`src/rtl/conv1_output_serializer.sv`:
```
// Vector-to-stream serializer for conv1 results: accepted CH-channel vectors queue in a
// small FIFO and leave one channel per handshake, vector-major, NUM_VEC vectors per frame.
module conv1_output_serializer #(
  parameter int DW      = 16,
  parameter int CH      = 4,
  parameter int DEPTH   = 4,
  parameter int NUM_VEC = 22
) (
  input  logic          clk,
  input  logic          rst,
  input  logic          start,
  input  logic          ivalid,
  input  logic [DW-1:0] iy0,
  input  logic [DW-1:0] iy1,
  input  logic [DW-1:0] iy2,
  input  logic [DW-1:0] iy3,
  input  logic [DW-1:0] iy4,
  input  logic [DW-1:0] iy5,
  input  logic [DW-1:0] iy6,
  input  logic [DW-1:0] iy7,
  output logic          iready,
  output logic [DW-1:0] odata,
  output logic          ovalid,
  input  logic          oready,
  output logic          olast,
  output logic          done
);

  localparam int CW = $clog2(CH);
  localparam int PW = $clog2(DEPTH);
  localparam int FW = $clog2(DEPTH + 1);
  localparam int IW = $clog2(NUM_VEC + 1);

  typedef enum logic [1:0] {IDLE, RUN, DONE} state_t;

  state_t           state_q, state_d;
  logic [IW-1:0]    in_cnt_q, in_cnt_d;
  logic [IW-1:0]    vec_cnt_q, vec_cnt_d;
  logic [CW-1:0]    ch_cnt_q, ch_cnt_d;
  logic [PW-1:0]    wr_ptr_q, wr_ptr_d;
  logic [PW-1:0]    rd_ptr_q, rd_ptr_d;
  logic [FW-1:0]    fill_q, fill_d;

  // Channel ports above CH are accepted but never stored.
  logic [7:0][DW-1:0]    iy_all;
  logic [CH-1:0][DW-1:0] iy_vec;
  logic                  unused_iy;
  assign iy_all    = {iy7, iy6, iy5, iy4, iy3, iy2, iy1, iy0};
  assign iy_vec    = iy_all[CH-1:0];
  assign unused_iy = ^iy_all;

  logic [CH-1:0][DW-1:0] mem_q [DEPTH];

  logic run, full, empty, push, xfer, ch_last, pop;
  assign run     = (state_q == RUN) && start;
  assign full    = (fill_q == FW'(DEPTH));
  assign empty   = (fill_q == '0);
  assign ch_last = (ch_cnt_q == CW'(CH - 1));

  assign iready  = run && !full && (in_cnt_q < IW'(NUM_VEC));
  assign ovalid  = run && !empty;
  assign olast   = ovalid && (vec_cnt_q == IW'(NUM_VEC - 1)) && ch_last;
  assign odata   = empty ? '0 : mem_q[rd_ptr_q][ch_cnt_q];
  assign done    = (state_q == DONE);

  assign push = ivalid && iready;
  assign xfer = ovalid && oready;
  assign pop  = xfer && ch_last;

  always_comb begin
    state_d   = state_q;
    in_cnt_d  = in_cnt_q;
    vec_cnt_d = vec_cnt_q;
    ch_cnt_d  = ch_cnt_q;
    wr_ptr_d  = wr_ptr_q;
    rd_ptr_d  = rd_ptr_q;
    fill_d    = fill_q;
    case (state_q)
      IDLE: if (start) state_d = RUN;
      RUN: begin
        if (push) begin
          wr_ptr_d = wr_ptr_q + PW'(1);
          in_cnt_d = in_cnt_q + IW'(1);
        end
        if (xfer) begin
          if (ch_last) begin
            ch_cnt_d  = '0;
            rd_ptr_d  = rd_ptr_q + PW'(1);
            vec_cnt_d = vec_cnt_q + IW'(1);
          end else begin
            ch_cnt_d  = ch_cnt_q + CW'(1);
          end
        end
        case ({push, pop})
          2'b10:   fill_d = fill_q + FW'(1);
          2'b01:   fill_d = fill_q - FW'(1);
          default: fill_d = fill_q;
        endcase
        if (xfer && olast) state_d = DONE;
      end
      DONE: begin
        state_d   = IDLE;
        in_cnt_d  = '0;
        vec_cnt_d = '0;
        ch_cnt_d  = '0;
        wr_ptr_d  = '0;
        rd_ptr_d  = '0;
        fill_d    = '0;
      end
      default: state_d = IDLE;
    endcase
  end

  always_ff @(posedge clk or negedge rst) begin
    if (!rst) begin
      state_q   <= IDLE;
      in_cnt_q  <= '0;
      vec_cnt_q <= '0;
      ch_cnt_q  <= '0;
      wr_ptr_q  <= '0;
      rd_ptr_q  <= '0;
      fill_q    <= '0;
    end else begin
      state_q   <= state_d;
      in_cnt_q  <= in_cnt_d;
      vec_cnt_q <= vec_cnt_d;
      ch_cnt_q  <= ch_cnt_d;
      wr_ptr_q  <= wr_ptr_d;
      rd_ptr_q  <= rd_ptr_d;
      fill_q    <= fill_d;
    end
  end

  // Storage is not reset; odata is masked while the FIFO is empty.
  always_ff @(posedge clk) begin
    if (push) mem_q[wr_ptr_q] <= iy_vec;
  end

endmodule
```
`config.mk`:
```
export PLATFORM = sky130hd
export DESIGN_NAME = conv1_output_serializer
export DESIGN_NICKNAME = d
export VERILOG_FILES = /design/src/rtl/conv1_output_serializer.sv
export SDC_FILE = /design/constraint.sdc
export NUM_CORES = 1
export LEC_CHECK = 0
export BUFFER_PORTS_ARGS = -buffer_cell sky130_fd_sc_hd__buf_2
export CORE_MARGIN = 5
export CORE_UTILIZATION = 51
export DETAILED_ROUTE_END_ITERATION = 10
export PLACE_DENSITY = 0.69
export SLEW_MARGIN = 20
export SYNTH_ARGS = -nofsm -noshare
export SYNTH_HDL_FRONTEND = slang
export SYNTH_SLANG_ARGS = --single-unit
```
`constraint.sdc`:
```
create_clock -name clk -period 4.4 [get_ports clk]
set_input_delay 0.88 -clock clk [delete_from_list [all_inputs] [get_ports clk]]
set_output_delay 0.88 -clock clk [all_outputs]
set_load 0.01 [all_outputs]
```
==> summary.md, run 1 <==
| Metric | Value |
|---|---|
| Status | finished, final reports clean |
| Core area | 21220 sq um |
| Site row count | 53 |
| Initial cell density of the core | 52.15% |
| Vias in the first global route | 5962 |
| Fin nets | 783 |
| Worst r2r src | state_q[1] |
| Root Buffer | clkbuf_16 |
| Commonest non-fill, non-tap cell in the layout | edfxtp_1 |
| Pre-CTS worst setup slack | 1.059 ns |
| Post_cts resized | 0 |
| Register area share after synthesis | 74.22% |
| RSZ-0062 raised after global routing | false |
| Grt total ovfl | 0 |
| Cells after Synth | 536 |
| # setup viols final | 0 |
| Routability congestion estimate from global placement | 0.8572 |
| Final min period | 3.850 ns |
| TritonCTS clock tree | done |
| Leakage | 4.369 nW |
| TritonCTS Buffers | 28 |
| Largest family of logic cells by synthesized area | multiplexers |
| Starting DRT DRC Count | 485 |
| Tot GR Track Use | 18.07% |
| CP arrival | 2.97 ns |
| Post-synth cell types | 49 |
| Port bufs | 88 |
| FF-to-FF End | mem_q[3][63] |
| Overall Power | 7.871 mW |
| Worst slew pin tran | 0.8015 ns |
| DPL Wire Length | 13370 um |
| Pins Over Slew Limit | 0 |
| Final ANT Viol Nets | 0 |
| Sum Neg Setup Slack | 0 ns |
| Core Util, Final | 60.12% |
| First-pass iteration count of the detailed router | 5 |
| Largest net degree at the start of global routing | 65 |
| Achievable Freq | 259.7 MHz |
| Slew margin rel. | 46.57% |
| R2R setup slack | 1.20 ns |
| Chip height | 157.3 um |
| Area after DPL | 11850 sq um |
| Netlist Area Pre-Place | 11070 sq um |
| Hold/Removal Path Class | primary input to asynchronous set/reset pin |
| CP Data Required Time | 3.52 ns |
| Clock Latency Late Sink | 0.53 ns |
| Hold buffers post-CTS | 0 |
| DIE AREA | 24740 sq um |
| Synth warnings | 0 |
| Final Hold Vio Count | 0 |
| Routed vias | 5465 |
| Max-cap violation count | 0 |
| Buffers & Inverters on Critical Path | 2 |
| Synth Area in XOR/XNOR | 0.1583% |
| Final wirelength | 21790 um |
| Crit-path max FO | 38 |
| Period utilization | 87.51% |
| Commonest cells after routing, fill and taps aside | 256 x edfxtp_1, 88 x buf_2, 64 x mux4_2 |
| Critical path class | register to output pin |
| Htree depth | 1 |
| Clk sink count | 277 |
| Clock Path Buffers | 3 |
| Top Ports | 153 |
| Crit path capture type | output pin |
| Synth Area in Adders | 1.651% |
| Die Width | 157.3 um |
| Drt wl/cell | 23.35 um |
| Post-synthesis compound-gate area fraction | 3.256% |
| Worst r2r path cells | 7 |
| Crit path launch type | register |
| Syn Area/Cell | 20.64 sq um |
| Initial antenna violation count | 3 |
| Worst Clk Skew | 0.009944 ns |
| Async S/R FF share, synth | 7.581% |
| Setup WS post-layout | 0.5495 ns |
| Top_reg_cell synth | edfxtp_1 |
| Routed vias/inst | 5.857 |
| Worst-path clk slew | 0.06 ns |
| First-pass GRT wire length | 33910 um |
| CP Cell Sequence | buf_12 > mux4_2 > mux2i_1 > o22ai_1 > buf_2 |
| Post-route cell area | 12760 sq um |
| Mux cell area share after synthesis | 16.60% |
| Mapped Nets | 683 |
| Share of cells above drive strength 1 | 33.49% |
| Cell family with the largest share of critical-path delay | multiplexers |
| Power Density | 617.0 nW/um^2 |
| Drt drc | 0 |
| Critical Path Max Stage Delay | 0.82 ns |
| Number of flops mapped to enable cells by yosys | 256 |
| Post-synthesis simple-gate area fraction | 2.454% |
| Maximum VDD drop | 392.7 uV |
| Slowest cell on crit path | dfrtp_4 |
| FF+latch count, synth | 277 |
| Setup bufs post-CTS | 0 |
| P&R area growth vs syn | 15.29% |
==> final cells by class <==
class / instances / area [sq um]
timing repair buffer: 98 / 578.1
tap: 275 / 344.1
antenna: 1 / 2.502
inverter: 10 / 37.54
clock inverter: 11 / 105.1
multi-input combinational: 221 / 2674
fill: 1527 / 8463
sequential: 277 / 8219
clock buffer: 40 / 797.0
==> worst max path at each step <==
stage,from,endpoint,slack [ns],cells past startpoint
6_report,rd_ptr_q[0],odata[14],0.55,5
5_1_grt,rd_ptr_q[0],odata[10],0.36,5
4_1_cts,rd_ptr_q[0],odata[14],0.46,5
3_5_place_dp,rd_ptr_q[0],odata[7],1.06,5
3_3_place_gp,rd_ptr_q[0],odata[7],1.06,5
2_1_floorplan,ivalid,mem_q[0][0],0.89,4
==> synthesized netlist by cell type, types with 2 or more instances <==
cell      count  area share [%]
buf_1         2           0.068
nor2b_1       5            0.28
nor2_1        7            0.24
buf_2         9            0.41
mux2i_1      32             2.9
mux2_2        4            0.41
o22ai_1      16            0.90
buf_6         3            0.31
nand3_1      12            0.54
o31ai_1       3            0.20
a221o_1       2            0.18
nand2_1      12            0.41
and2_1        4            0.23
nand4_1       2            0.11
o21ai_0       9            0.41
a32o_1        2            0.18
a221oi_1      2            0.16
nand2b_1      2            0.11
nor3_1        2           0.090
buf_4         2            0.14
nor4_1        2            0.11
a31oi_1       2            0.11
a21oi_1       3            0.14
edfxtp_1    256              69
mux2_4        2            0.27
clkbuf_1     12            0.41
ha_1         13             1.5
dfrtp_1      21             4.7
inv_1        10            0.34
mux4_2       64              13
==> registers in the layout, summed over array words and instances (netlist names) <==
signal / flops
wr_ptr_q: 2
ch_cnt_q: 2
mem_q: 256
fill_q: 3
vec_cnt_q: 5
in_cnt_q: 5
rd_ptr_q: 2
state_q: 2
==> routing by layer <==
metal,global-route usage (%),up-vias,wire length (um)
met5,0,-,34
met4,4.424,6,503
met3,3.767,42,1377
met2,30.92,180,11120
met1,24.08,2806,8750
li1,-,2431,-
==> power breakdown <==
group          leakage, nW  total (mW)  switching (mW)  internal, mW
Combinational         1.36        2.23            1.15          1.08
Clock                0.443        2.29           0.919          1.37
Sequential            2.56        3.35           0.283          3.07
==> cell families after synthesis <==
family                   count (synthesis)
AO/OA/AOI/OAI                           50
XOR/XNOR                                 2
adder cells (fa/ha/maj)                 14
buffers and inverters                   38
flip-flops                             277
multiplexers                           102
AND/OR/NAND/NOR                         53
==> metrics by stage <==
stage                     hold slack (ns)  instances
final                              0.3140        933
after global routing               0.3436        932
after detailed placement           0.5294        881
after global placement             0.5054        881
after CTS                          0.3145        932
after floorplan                    0.4850        536
(Power assumes the default switching activity.)
==> run 2: changes to the inputs <==
- clock period: 4.4 -> 3.95 ns (I/O delays scaled with it)
==> run 2 against run 1 <==
Via count rose by 1.5%. Flip-flop and latch count did not move. Critical path type unchanged. Sequential share of layout area fell by 0.51 points.
==> summary.md, run 2 (synthesized netlist as in run 1, its figures left out) <==
| Metric | Value |
|---|---|
| Crit path launch type | register |
| Max FFs per register | 256 |
| Achievable Freq | 280.3 MHz |
| Tot GR Track Use | 18.06% |
| Post-route cell area | 12860 sq um |
| Worst Clk Skew | 0.01009 ns |
| RSZ-0062 raised after global routing | false |
| Commonest cells after routing, fill and taps aside | 256 x edfxtp_1, 88 x buf_2, 64 x mux4_2 |
| Worst r2r path cells | 11 |
| Die Width | 157.3 um |
| Dpl cells | 886 |
| Final wirelength | 22060 um |
| Root Buffer | clkbuf_16 |
| Clock Path Buffers | 3 |
| Status | finished, final reports clean |
| R2R setup slack | 0.96 ns |
| Core area | 21220 sq um |
| Sum Neg Setup Slack | 0 ns |
| DIE AREA | 24740 sq um |
| Initial cell density of the core | 52.15% |
| Largest net degree at the start of global routing | 50 |
| M1 GR Usage | 24.65% |
| Pins Over Slew Limit | 0 |
| # setup viols final | 0 |
| P&R area growth vs syn | 16.21% |
| Core Util, Final | 60.60% |
| Hold/Removal Path Class | primary input to asynchronous set/reset pin |
| Crit-path max FO | 29 |
| Commonest non-fill, non-tap cell in the layout | edfxtp_1 |
| Clock Latency Late Sink | 0.53 ns |
| Grt peak-use layer | met2 |
| Routed vias/inst | 5.916 |
| CP arrival | 2.78 ns |
| DPL Wire Length | 13990 um |
| Initial antenna violation count | 3 |
| Max-cap violation count | 0 |
| Power Density | 690.4 nW/um^2 |
| Worst r2r src | state_q[1] |
| FF-to-FF End | fill_q[2] |
| Area after DPL | 11930 sq um |
| Critical path class | register to output pin |
| First-pass iteration count of the detailed router | 5 |
| Overall Power | 8.878 mW |
| First-pass GRT wire length | 33950 um |
| Final Hold Vio Count | 0 |
| TritonCTS clock tree | done |
| Clk sink count | 277 |
| Grt total ovfl | 0 |
| Site row count | 53 |
| Maximum VDD drop | 426.0 uV |
| Vias in the first global route | 5842 |
| Drt drc | 0 |
| Port bufs | 88 |
| Worst slew pin tran | 0.7772 ns |
| Crit path capture type | output pin |
| Worst-path clk slew | 0.07 ns |
| Fin nets | 788 |
| CP Data Required Time | 3.16 ns |
| Layout Cells excl Fill | 938 |
| Starting DRT DRC Count | 410 |
| Routability congestion estimate from global placement | 0.7517 |
| Post_cts resized | 0 |
| TritonCTS Buffers | 28 |
| Leakage | 4.413 nW |
| Period utilization | 90.33% |
| Routed vias | 5549 |
| Drt wl/cell | 23.52 um |
| Final min period | 3.568 ns |
| Biggest regs | mem_q x256, in_cnt_q x5, vec_cnt_q x5 |
| Largest Register | mem_q |
| Final ANT Viol Nets | 0 |
| Setup bufs post-CTS | 0 |
| Met2 GRT Util | 29.64% |
| Chip height | 157.3 um |
| Hold buffers post-CTS | 0 |
| Top Ports | 153 |
| Share of cells above drive strength 1 | 34.14% |
| Htree depth | 1 |
| Slew margin rel. | 48.19% |
| Met3 Use GR | 4.344% |
==> run 2: report_power, final <==
part           switching [mW]  internal, mW  leakage [nW]
combinational            1.37          1.22          1.40
sequential              0.234          3.42          2.56
clock                    1.04          1.60         0.454
==> run 2: worst max path at each step <==
stage / cells after the start / start / slack [ns] / end
after floorplan: 4 / ivalid / 0.53 / mem_q[0][0]
after global placement: 5 / rd_ptr_q[0] / 0.92 / odata[5]
after detailed placement: 5 / rd_ptr_q[0] / 0.93 / odata[15]
after CTS: 5 / rd_ptr_q[0] / 0.37 / odata[5]
after global routing: 5 / rd_ptr_q[0] / 0.21 / odata[15]
final: 5 / rd_ptr_q[0] / 0.38 / odata[15]
==> run 2: cell type report <==
cell class / instances / area (sq um)
Tap cell: 275 / 344.1
Multi-Input combinational cell: 221 / 2674
Clock inverter: 17 / 185.2
Fill cell: 1500 / 8361
Timing Repair Buffer: 103 / 653.1
Inverter: 10 / 37.54
Antenna cell: 1 / 2.502
Clock buffer: 34 / 744.5
Sequential cell: 277 / 8219
==> run 2: worst max-delay path, stage by stage, from the launching register on <==
cell and delay [ns]:
dfrtp_4 0.66, buf_12 0.31, mux4_2 0.54, mux2i_1 0.35, o22ai_1 0.18, buf_2 0.20
==> run 2: per-layer routing <==
layer | vias to the layer above | routed length (um)
li1 | 2435 | -
met1 | 2894 | 8682
met2 | 180 | 11170
met3 | 36 | 1694
met4 | 4 | 497
met5 | - | 19
==> run 2: stage by stage <==
step | hold WS, ns | worst slack, ns
floorplan | 0.4850 | 0.5316
global placement | 0.5120 | 0.9161
detailed placement | 0.5182 | 0.9328
CTS | 0.2188 | 0.3656
global route | 0.2347 | 0.2130
finish | 0.2087 | 0.3820
==> run 3: changes to the inputs <==
- CTS_BUF_LIST: unset -> sky130_fd_sc_hd__clkbuf_2
- SLEW_MARGIN: 20 -> unset
- clock period: 3.95 -> 3.68 ns (I/O delays scaled with it)
==> run 3 against run 2 <==
Count of clock-buffer cells in the layout up 63. Global-route usage is 0.079 points higher. Hold slack worse by 0.026 ns. Non-clock buffer count increased by 5. Clock power down 29%. Combinational power increased by 12%. Clock skew increased by 0.038 ns.
==> summary.md, run 3 (synthesized netlist as in run 1, its figures left out) <==
| Metric | Value |
|---|---|
| Routed vias | 5712 |
| Site row count | 53 |
| CP Data Required Time | 2.94 ns |
| Leakage | 4.422 nW |
| Dpl cells | 886 |
| Largest net degree at the start of global routing | 65 |
| Crit path capture type | output pin |
| Clock Latency Late Sink | 0.78 ns |
| Cell family with the largest share of critical-path delay | multiplexers |
| RSZ-0062 raised after global routing | true |
| Pre-CTS worst setup slack | 0.6234 ns |
| Filler cell count | 1590 |
| Starting DRT DRC Count | 391 |
| Final wirelength | 21600 um |
| DIE AREA | 24740 sq um |
| Power Density | 691.1 nW/um^2 |
| # setup viols final | 0 |
| Layout Cells excl Fill | 1004 |
| First-pass iteration count of the detailed router | 4 |
| Crit path launch type | register |
| Final Hold Vio Count | 0 |
| Grt total ovfl | 0 |
| Initial antenna violation count | 5 |
| Pins Over Slew Limit | 0 |
| Clock Path Buffers | 3 |
| Worst-path clk slew | 0.09 ns |
| Slew margin rel. | 46.03% |
| Final ANT Viol Nets | 0 |
| Port bufs | 88 |
| Htree depth | 3 |
| Share of cells above drive strength 1 | 40.93% |
| Status | finished, final reports clean |
| Max-cap violation count | 0 |
| Largest Register | mem_q |
| Slowest cell on crit path | dfrtp_4 |
| Max FFs per register | 256 |
| Drt wl/cell | 21.51 um |
| Critical path class | register to output pin |
| CP arrival | 2.74 ns |
| Fin nets | 835 |
| Routability congestion estimate from global placement | 0.7371 |
| Die Width | 157.3 um |
| Hold/Removal Path Class | primary input to register |
| Routed vias/inst | 5.689 |
| Chip height | 157.3 um |
| Vias in the first global route | 6147 |
| Sum Neg Setup Slack | 0 ns |
| Worst hold margin | 0.1826 ns |
| CP Cell Sequence | buf_4 > mux4_2 > mux2i_1 > o22ai_1 > buf_2 |
| Area after DPL | 11900 sq um |
| Core area | 21220 sq um |
| Commonest non-fill, non-tap cell in the layout | edfxtp_1 |
| Commonest cells after routing, fill and taps aside | 256 x edfxtp_1, 97 x clkbuf_2, 88 x buf_2 |
| Drt drc | 0 |
| Top Ports | 153 |
| Achievable Freq | 287.6 MHz |
| TritonCTS Buffers | 70 |
| Clk sink count | 277 |
| Root Buffer | clkbuf_2 |
| Setup WS post-layout | 0.2035 ns |
| P&R area growth vs syn | 13.39% |
| Crit-path max FO | 10 |
| Final min period | 3.477 ns |
| Tot GR Track Use | 18.14% |
| Buffers & Inverters on Critical Path | 2 |
| Maximum VDD drop | 441.0 uV |
| TritonCTS clock tree | done |
| First-pass GRT wire length | 33670 um |
| Post-route cell area | 12550 sq um |
| Worst Clk Skew | 0.04824 ns |
| Initial cell density of the core | 52.15% |
| Critical Path Max Stage Delay | 0.56 ns |
| Biggest regs | mem_q x256, in_cnt_q x5, vec_cnt_q x5 |
| DPL Wire Length | 13160 um |
| Worst slew pin tran | 0.8096 ns |
| Period utilization | 94.47% |
-- run 3: final timing paths --
check,startpoint,to,slack [ns],cells past startpoint
min reg2reg,in_cnt_q[0],in_cnt_q[0],0.55,1
max reg2reg,state_q[1],fill_q[2],0.79,10
min in group asynchronous,rst,fill_q[1],0.43,2
max in group asynchronous,rst,rd_ptr_q[0],2.84,2
max,rd_ptr_q[0],odata[12],0.20,5
min,iy2[7],mem_q[2][39],0.18,1
-- run 3: timing repair --
item                                   4_1_cts  5_1_grt
setup endpoints to repair                   15       16
resized for setup                            1        7
endpoints found under the hold margin       21        0
buffers inserted                             4        0
hold buffers                                 1        0
-- run 3: metrics by stage --
| stage | utilization (%) | total power, mW |
|---|---|---|
| 2_1_floorplan | - | 5.915 |
| 3_3_place_gp | 56.09 | 6.724 |
| 3_5_place_dp | 56.09 | 6.814 |
| 4_1_cts | 59.00 | 8.744 |
| 5_1_grt | 59.13 | 9.205 |
| 6_report | 59.13 | 8.671 |
-- run 3: where the power goes --
part,total [mW],leakage [nW],internal [mW],switching (mW)
Combinational,2.90,1.41,1.39,1.51
Clock,1.87,0.449,0.768,1.11
Sequential,3.90,2.56,3.66,0.233
-- run 3: worst register-to-register path, delay by kind of cell (launching register included) --
family	cells	cell delay [ns]
compound gates	2	0.86
xor+xnor	1	0.21
fa+ha+maj	2	0.66
buf+inv	1	0.13
flops	1	0.41
simple gates	4	0.56
-- run 3: final cells by class --
cell class / count / area [sq um] / share of cell area [%]
Sequential cell: 277 / 8219 / 65.51
Clock inverter: 15 / 85.08 / 0.6781
Antenna cell: 1 / 2.502 / 0.01994
Inverter: 10 / 37.54 / 0.2992
Tap cell: 275 / 344.1 / 2.742
Clock buffer: 97 / 485.5 / 3.869
Timing Repair Buffer: 108 / 671.9 / 5.355
Multi-Input combinational cell: 221 / 2701 / 21.53
-- run 3: routing by layer --
layer	GRT usage [%]	part of all wire (%)	vias to the layer above
met5	0	0.20	-
met4	5.735	1.5	8
met3	5.417	6.5	37
met2	30.21	51	180
met1	23.24	40	2913
li1	-	-	2574
